## src/rtl/hazard_unit.sv

```systemverilog
// Hazard detection, stall/flush sequencing and forwarding selects for the five-stage core.
// Sequential state: divider countdown and an exception redirect deferred behind cache stalls.
//
// state | meaning
// RUN   | normal operation, no redirect owed
// PEND  | exception seen while frozen; redirect due on first unfrozen cycle
module hazard_unit #(
  parameter int DIV_CYCLES = 36
) (
  input  logic        clk,
  input  logic        rst,
  input  logic [4:0]  rs_D,
  input  logic [4:0]  rt_D,
  input  logic [4:0]  rs_E,
  input  logic [4:0]  rt_E,
  input  logic [4:0]  WriteReg_E,
  input  logic [4:0]  WriteReg_M,
  input  logic [4:0]  WriteReg_W,
  input  logic        RegWrite_E,
  input  logic        RegWrite_M,
  input  logic        RegWrite_W,
  input  logic [2:0]  MemtoReg_E,
  input  logic [2:0]  MemtoReg_M,
  input  logic        Branch1_D,
  input  logic        Branch2_D,
  input  logic        JumpJr_D,
  input  logic        div_start_E,
  input  logic        inst_stall_F,
  input  logic        data_stall_M,
  input  logic [31:0] except_type_M,
  output logic        Stall_F,
  output logic        Stall_D,
  output logic        Stall_E,
  output logic        Stall_M,
  output logic        Stall_W,
  output logic        Flush_D,
  output logic        Flush_E,
  output logic        Flush_M,
  output logic        Flush_W,
  output logic        ForwardA_D,
  output logic        ForwardB_D,
  output logic [1:0]  ForwardA_E,
  output logic [1:0]  ForwardB_E,
  output logic        exc_redirect,
  output logic        div_busy
);

  localparam int CNT_W = $clog2(DIV_CYCLES + 1);
  localparam logic [CNT_W-1:0] CNT_ONE  = CNT_W'(1);
  localparam logic [CNT_W-1:0] CNT_LOAD = CNT_W'(DIV_CYCLES);

  localparam logic [0:0] ST_RUN  = 1'b0;
  localparam logic [0:0] ST_PEND = 1'b1;

  logic [0:0]       state_q, state_d;
  logic [CNT_W-1:0] cnt_q, cnt_d;

  logic freeze, exc, redirect_now, flush_all;
  logic use_rs, use_rt, lwstall, brstall, div_stall;

  // Register zero is hardwired, so it never creates a dependency.
  function automatic logic reg_match(input logic [4:0] a, input logic [4:0] b);
    return (a != 5'd0) && (a == b);
  endfunction

  function automatic logic [1:0] fwd_sel(input logic [4:0] src);
    if (RegWrite_M && reg_match(WriteReg_M, src))
      return 2'b10;
    else if (RegWrite_W && reg_match(WriteReg_W, src))
      return 2'b01;
    else
      return 2'b00;
  endfunction

  function automatic logic br_dep(input logic [4:0] op);
    return (RegWrite_E && reg_match(WriteReg_E, op)) ||
           ((MemtoReg_M != 3'd0) && reg_match(WriteReg_M, op));
  endfunction

  assign freeze       = inst_stall_F | data_stall_M;
  assign exc          = except_type_M != 32'd0;
  assign redirect_now = ~freeze & (exc | (state_q == ST_PEND));
  assign flush_all    = rst | redirect_now;

  assign use_rs = Branch1_D | Branch2_D | JumpJr_D;
  assign use_rt = Branch1_D;

  assign lwstall = RegWrite_E & (MemtoReg_E != 3'd0) &
                   (reg_match(WriteReg_E, rs_D) | reg_match(WriteReg_E, rt_D));
  assign brstall = (use_rs & br_dep(rs_D)) | (use_rt & br_dep(rt_D));

  // A divide is released on the single cycle its count sits at one.
  assign div_stall = div_start_E & (cnt_q != CNT_ONE);
  assign div_busy  = cnt_q != '0;

  assign ForwardA_E = fwd_sel(rs_E);
  assign ForwardB_E = fwd_sel(rt_E);
  assign ForwardA_D = RegWrite_M & reg_match(WriteReg_M, rs_D);
  assign ForwardB_D = RegWrite_M & reg_match(WriteReg_M, rt_D);

  always_comb begin
    Stall_F      = 1'b0;
    Stall_D      = 1'b0;
    Stall_E      = 1'b0;
    Stall_M      = 1'b0;
    Stall_W      = 1'b0;
    Flush_D      = 1'b0;
    Flush_E      = 1'b0;
    Flush_M      = 1'b0;
    Flush_W      = 1'b0;
    exc_redirect = 1'b0;
    state_d      = state_q;
    if (rst) begin
      Flush_D = 1'b1;
      Flush_E = 1'b1;
      Flush_M = 1'b1;
      Flush_W = 1'b1;
      state_d = ST_RUN;
    end else if (freeze) begin
      Stall_F = 1'b1;
      Stall_D = 1'b1;
      Stall_E = 1'b1;
      Stall_M = 1'b1;
      Stall_W = 1'b1;
      if (exc) state_d = ST_PEND;
    end else if (redirect_now) begin
      Flush_D      = 1'b1;
      Flush_E      = 1'b1;
      Flush_M      = 1'b1;
      Flush_W      = 1'b1;
      exc_redirect = 1'b1;
      state_d      = ST_RUN;
    end else if (div_stall) begin
      Stall_F = 1'b1;
      Stall_D = 1'b1;
      Stall_E = 1'b1;
      Flush_M = 1'b1;
    end else if (lwstall | brstall) begin
      Stall_F = 1'b1;
      Stall_D = 1'b1;
      Flush_E = 1'b1;
    end
  end

  // Holding at one while frozen keeps the divide from completing under a stalled pipe.
  always_comb begin
    cnt_d = cnt_q;
    if (flush_all)
      cnt_d = '0;
    else if (cnt_q == '0) begin
      if (div_start_E) cnt_d = CNT_LOAD;
    end else if (cnt_q != CNT_ONE)
      cnt_d = cnt_q - CNT_ONE;
    else if (!freeze)
      cnt_d = '0;
  end

  always_ff @(posedge clk) begin
    if (rst) begin
      state_q <= ST_RUN;
      cnt_q   <= '0;
    end else begin
      state_q <= state_d;
      cnt_q   <= cnt_d;
    end
  end

endmodule

```

## config.mk

```make
export PLATFORM = sky130hd
export DESIGN_NAME = hazard_unit
export DESIGN_NICKNAME = d
export VERILOG_FILES = /design/src/rtl/hazard_unit.sv
export SDC_FILE = /design/constraint.sdc
export NUM_CORES = 1
export LEC_CHECK = 0
export ABC_AREA = 1
export BUFFER_PORTS_ARGS = -buffer_cell sky130_fd_sc_hd__buf_2
export CAP_MARGIN = 20
export CORE_MARGIN = 2
export CORE_UTILIZATION = 38
export CTS_CLUSTER_DIAMETER = 150
export DETAILED_ROUTE_END_ITERATION = 6
export PLACE_DENSITY_LB_ADDON = 0.1
export SLEW_MARGIN = 10
export SYNTH_ARGS = -nofsm -noshare
export SYNTH_HDL_FRONTEND = slang
export SYNTH_SLANG_ARGS = --single-unit
```

## constraint.sdc

```tcl
create_clock -name clk -period 1.4 [get_ports clk]
set_clock_uncertainty 0.05 [all_clocks]
set_input_delay 0.21 -clock clk [delete_from_list [all_inputs] [get_ports clk]]
set_output_delay 0.21 -clock clk [all_outputs]
set_load 0.02 [all_outputs]
```

# Yosys cells after proc, flatten, opt, wreduce, memory -nomap -nowiden
# Index checks and enable logic that the tools add are counted.
# totals
regBits,7
inputBits,84
output_inout_bits,17
wordCells,95
# classes
n_addsub,1
n_eq_ne,12
n_mux,33
n_bitwise,17
reduce_logical,30
# ops
cell,count
== test 5 bit,8
nonzero test 32 bit,1
2-to-1 mux 1 bit,27
2-to-1 mux 6 bit,4
logical AND 1 bit,16
nonzero test 5 bit,3
AND 1 bit,8
bitwise OR 1 bit,8
zero test 6 bit,1
"inequality test 6 x 1 -> 1 bit, second input constant",1
nonzero test 3 bit,2
nonzero test 6 bit,1
"subtractor 6 x 1 -> 6 bit, second input constant",1
2-to-1 mux 2 bit,2
AND reduction 2 bit,2
"inequality test 3 x 1 -> 1 bit, second input constant",1
logical OR 1 bit,2
"inequality test 2 x 1 -> 1 bit, second input constant",1
"inequality test 2 bit, second input constant",1
nonzero test 2 bit,1
OR reduction 2 bit,1
NOT 1 bit,1

# Depth between registers and ports, before layout
# depth
word_depth,12
ltp_mapped,12
mapped_depth_nobuf,11

# Worst setup path before layout
# OpenSTA, ideal clock, no wires.
# synth_timing
kind,reg2out
from,register state_q
to,output port Stall_F
t_arrival_ps,1416
required_ps,1140
setup_slack_ps,-276
path_stages_with_launch,11
n_path_buf,1
cell_sequence,dfxtp_1 > nor2_1 > nand2_1 > nor3_2 > nand3b_1 > o21ai_2 > nand2_4 > inv_1 > nand2_1 > nand2_1 > buf_4
# synth_via
elab_chain_len,5
# synth_lines
item,line,text
"start, declared",55,"logic [0:0] state_q, state_d;"
"start signal, assigned",163,state_q <= state_d;
bitwise OR 1 bit,82,assign redirect_now = ~freeze & (exc | (state_q == ST_PEND));
AND 1 bit,82,
2-to-1 mux 1 bit (3 in a row),n/a,
"end, declared",31,"output logic Stall_F,"
# No other way between the ends.

# Worst setup path in the final report
# layout_timing
from,register cnt_q[1]
to,output port Stall_D
# layout_via
elab_chain_len,6
# layout_lines
item,line,text
"start, declared",56,"logic [CNT_W-1:0] cnt_q, cnt_d;"
"start signal, assigned",164,cnt_q <= cnt_d;
inequality test 6 x 1 -> 1 bit,93,assign div_stall = div_start_E & (cnt_q != CNT_ONE);
AND 1 bit,93,
2-to-1 mux 1 bit,133,end else if (div_stall) begin
2-to-1 mux 1 bit,126,end else if (redirect_now) begin
2-to-1 mux 1 bit,119,end else if (freeze) begin
2-to-1 mux 1 bit,113,if (rst) begin
"end, declared",32,"output logic Stall_D,"
# No other way between the ends.

==> flow_metrics.tcl <==
set metrics [dict create \
    status "finished with violations" \
    violations "setup timing" \
    ys_types 39 \
    required_ps 1140 \
    synthAdderAreaFrac_pct 1.776 \
    synth-compound-area-share_pct 8.171 \
    routed_wirelength_um 4472 \
    clockBufferDepth 2 \
    setup_viol 20 \
    diodes 0 \
    clkPwrFrac_pct 13.1 \
    max-slew-margin-rel_pct 80.38 \
    firstDrtPassIters 4 \
    leakage_nw 1.381 \
    grt_use_met3_pct 2.431 \
    vias_per_cell 4.700 \
    track_usage_pct 20.23 \
    synth-edff-count 0 \
    fillCellCount 315 \
    synth_top_family_by_area "simple AND/OR/NAND/NOR gates" \
    p_sw_w 0.0009589 \
    num_rows 22 \
    synth.area.mux_share_pct 0 \
    rsz0062_at_grt "yes" \
    area_growth_pct 84.99 \
    drc 0 \
    max_freq_ghz 0.5541 \
    pin_count 101 \
    synthTopCellsByArea "nand2_1 (15%), nor2_1 (11%), dfxtp_1 (9.9%), inv_1 (8.5%), xnor2_1 (7.5%)" \
    crit_buf_inv 4 \
    drv_slew 0 \
    core_sq_mm 0.003606 \
    avgRoutedWirePerCell_um 10.57 \
    grt_start_max_net_pins 7 \
    grt_use_met2_pct 36.08 \
    cp-start-kind "register" \
    cts_num_sinks 7 \
    synth-seq-cells 7 \
    instances_no_fill 423 \
    die_h_um 64.89 \
    cp_max_fo 2 \
    fin_ws_ps -404.8 \
    htree_levels 1 \
    drtIter0Drc 79 \
    critPathArrivalTime_ps 1540 \
    overflow 0 \
    synth_area_sq_mm 0.001409 \
    layout_common_cells "buf_2 (81), nand2_1 (52), buf_4 (41), nor2_1 (38), inv_1 (27)" \
    synth_top_area_share_pct 14.92 \
    p_per_area_mw_per_mm2 861.1 \
    finalCritPeriodShare_pct 128.9 \
    crit_family "buffers and inverters" \
    internal_power_w 0.001285 \
    ys_seq_area_share_pct 9.947 \
    layout-drive-gt1-share_pct 53.33 \
    placed_cells 409 \
    final_nets 462 \
    seqPwrFrac_pct 13.2 \
    maxCapViolations 0 \
    postCtsHoldBufs 0 \
    grt_pass1_vias 1744 \
    antenna_found_initial 0 \
    seqCellArea_sq_um 142.6 \
    whs_ps 189.3 \
    antenna_left 0 \
    dieArea_sq_mm 0.004211 \
    busiest_layer "met2" \
    final_common_cell "buf_2" \
    synth_async_sr_flop_share_pct 0 \
    grt_pass1_wl_um 6962 \
    timing.final.crit_period_ps 1805 \
    reg2reg_slack_ps -180 \
    hold_viol_final 0 \
    path_class "register to primary output" \
    insertion_delay_ps 230 \
    dr_total_vias 1988 \
    syn_area_per_cell_sq_um 5.920 \
    synth_xor_area_share_pct 13.06 \
    cts_tree "built" \
    synth_top_area_cell "nand2_1" \
    synth_cells 238 \
    gp_congestion 0.9027 \
    die_width_um 64.89 \
    synth_flop_cell "dfxtp_1" \
    cts_root_buffer "clkbuf_8" \
    hp-class "input port to register" \
    ir_worst_vdd_mv 0.5033 \
    end_kind "primary output" \
    yosys.area_share.simple_pct 54.17 \
    dp_slack_ps -231.8 \
    pwr-share-comb_pct 73.6 \
    setup_tns_ps -3710 \
    yosys_warnings 0 \
    io_buffers 100 \
    slowest_delay_ps 320 \
    path_clk_slew_ps 40 \
    dp_hpwl_um 3461 \
    use_met1_pct 24.79 \
    path_cells "inv_2, ha_4, nand4_4, nand2_2, inv_1, a21boi_2, inv_1, nand2_1, nand2_2, buf_4" \
    swShare_pct 42.73 \
    syn_nets 324 \
    worstMarginPinSlew_ps 293.2 \
    slowest_stage "dfxtp_2" \
    cts_made_buffers 3 \
    multi_input_area_sq_mm 0.001304 \
    start_util_pct 39.07 \
]
power by group through the flow:
stage / combinational [W] / sequential, W / clock [W]
after global placement: 0.00124 / 0.000290 / 0
after global routing: 0.00180 / 0.000305 / 0.000312
after detailed placement: 0.00125 / 0.000291 / 0
after floorplan: 0.000769 / 0.000303 / 0
final: 0.00165 / 0.000297 / 0.000295
after CTS: 0.00150 / 0.000298 / 0.000299
per-layer routing:
| layer | routed length, um | share of wire (%) |
|---|---|---|
| met1 | 1860 | 42 |
| met2 | 2279 | 51 |
| met3 | 243 | 5.4 |
| met4 | 89 | 2.0 |
| met5 | 0 | 0 |
final timing paths:
kind         startpoint        to  cells past startpoint
max            cnt_q[1]   Stall_D                     10
min                 rst   state_q                      2
max reg2reg     state_q   state_q                     12
min reg2reg    cnt_q[0]  cnt_q[0]                      2
cell type report:
class | instances | area share, %
inverter | 35 | 5.137
clock buffer | 4 | 1.728
sequential | 7 | 5.473
tap | 48 | 2.304
timing repair buffer | 139 | 35.33
multi-input combinational | 190 | 50.02
worst reg2reg max path: cells and delay by family, from the launching register on:
kind	cells	cell delay (ps)
buffers and inverters	6	580
and+or+nand+nor	6	560
DFF	1	300
synth_stat cells (2+ instances only):
cell type / count
buf_4: 3
ha_1: 2
nand4_1: 8
inv_2: 3
xor2_1: 9
a21oi_1: 4
xnor2_1: 12
buf_6: 2
nor4_2: 2
o22ai_1: 2
o21ai_0: 4
nand3_1: 13
nor2_1: 42
inv_1: 32
nor2_2: 3
nor3_1: 4
nor4_1: 2
dfxtp_1: 7
o21ai_2: 2
nand2_4: 2
o2111ai_1: 2
or3_1: 2
nand2_1: 56
nand2_2: 4
nor2_4: 2
through the flow:
stage,total power [W],util [%],area [sq um]
after CTS,0.002100,69.67,2512
final,0.002244,72.28,2606
after global routing,0.002416,72.28,2606
after floorplan,0.001072,-,1456
after global placement,0.001529,60.48,2181
after detailed placement,0.001538,60.48,2181
sequential cells by signal (all words and copies together), names as in the netlist:
signal	count
cnt_q	6
state_q	1
kinds of logic (layout without fill, tap and decap cells):
family	count (synthesis)	after routing
AOI/OAI and AO/OA	17	17
DFF	7	7
adders and majority gates	2	2
xor gates and xnor gates	21	21
and+or+nand+nor	150	150
buffers and inverters	41	178
timing repair:
action / 4_1_cts / 5_1_grt
pin swaps: 16 / 7
hold endpoints to repair: 0 / 0
setup buffers: 8 / 2
resized for setup: 57 / 16
endpoints found under the setup margin: 21 / 22
Power figures use the tool's default switching activity.
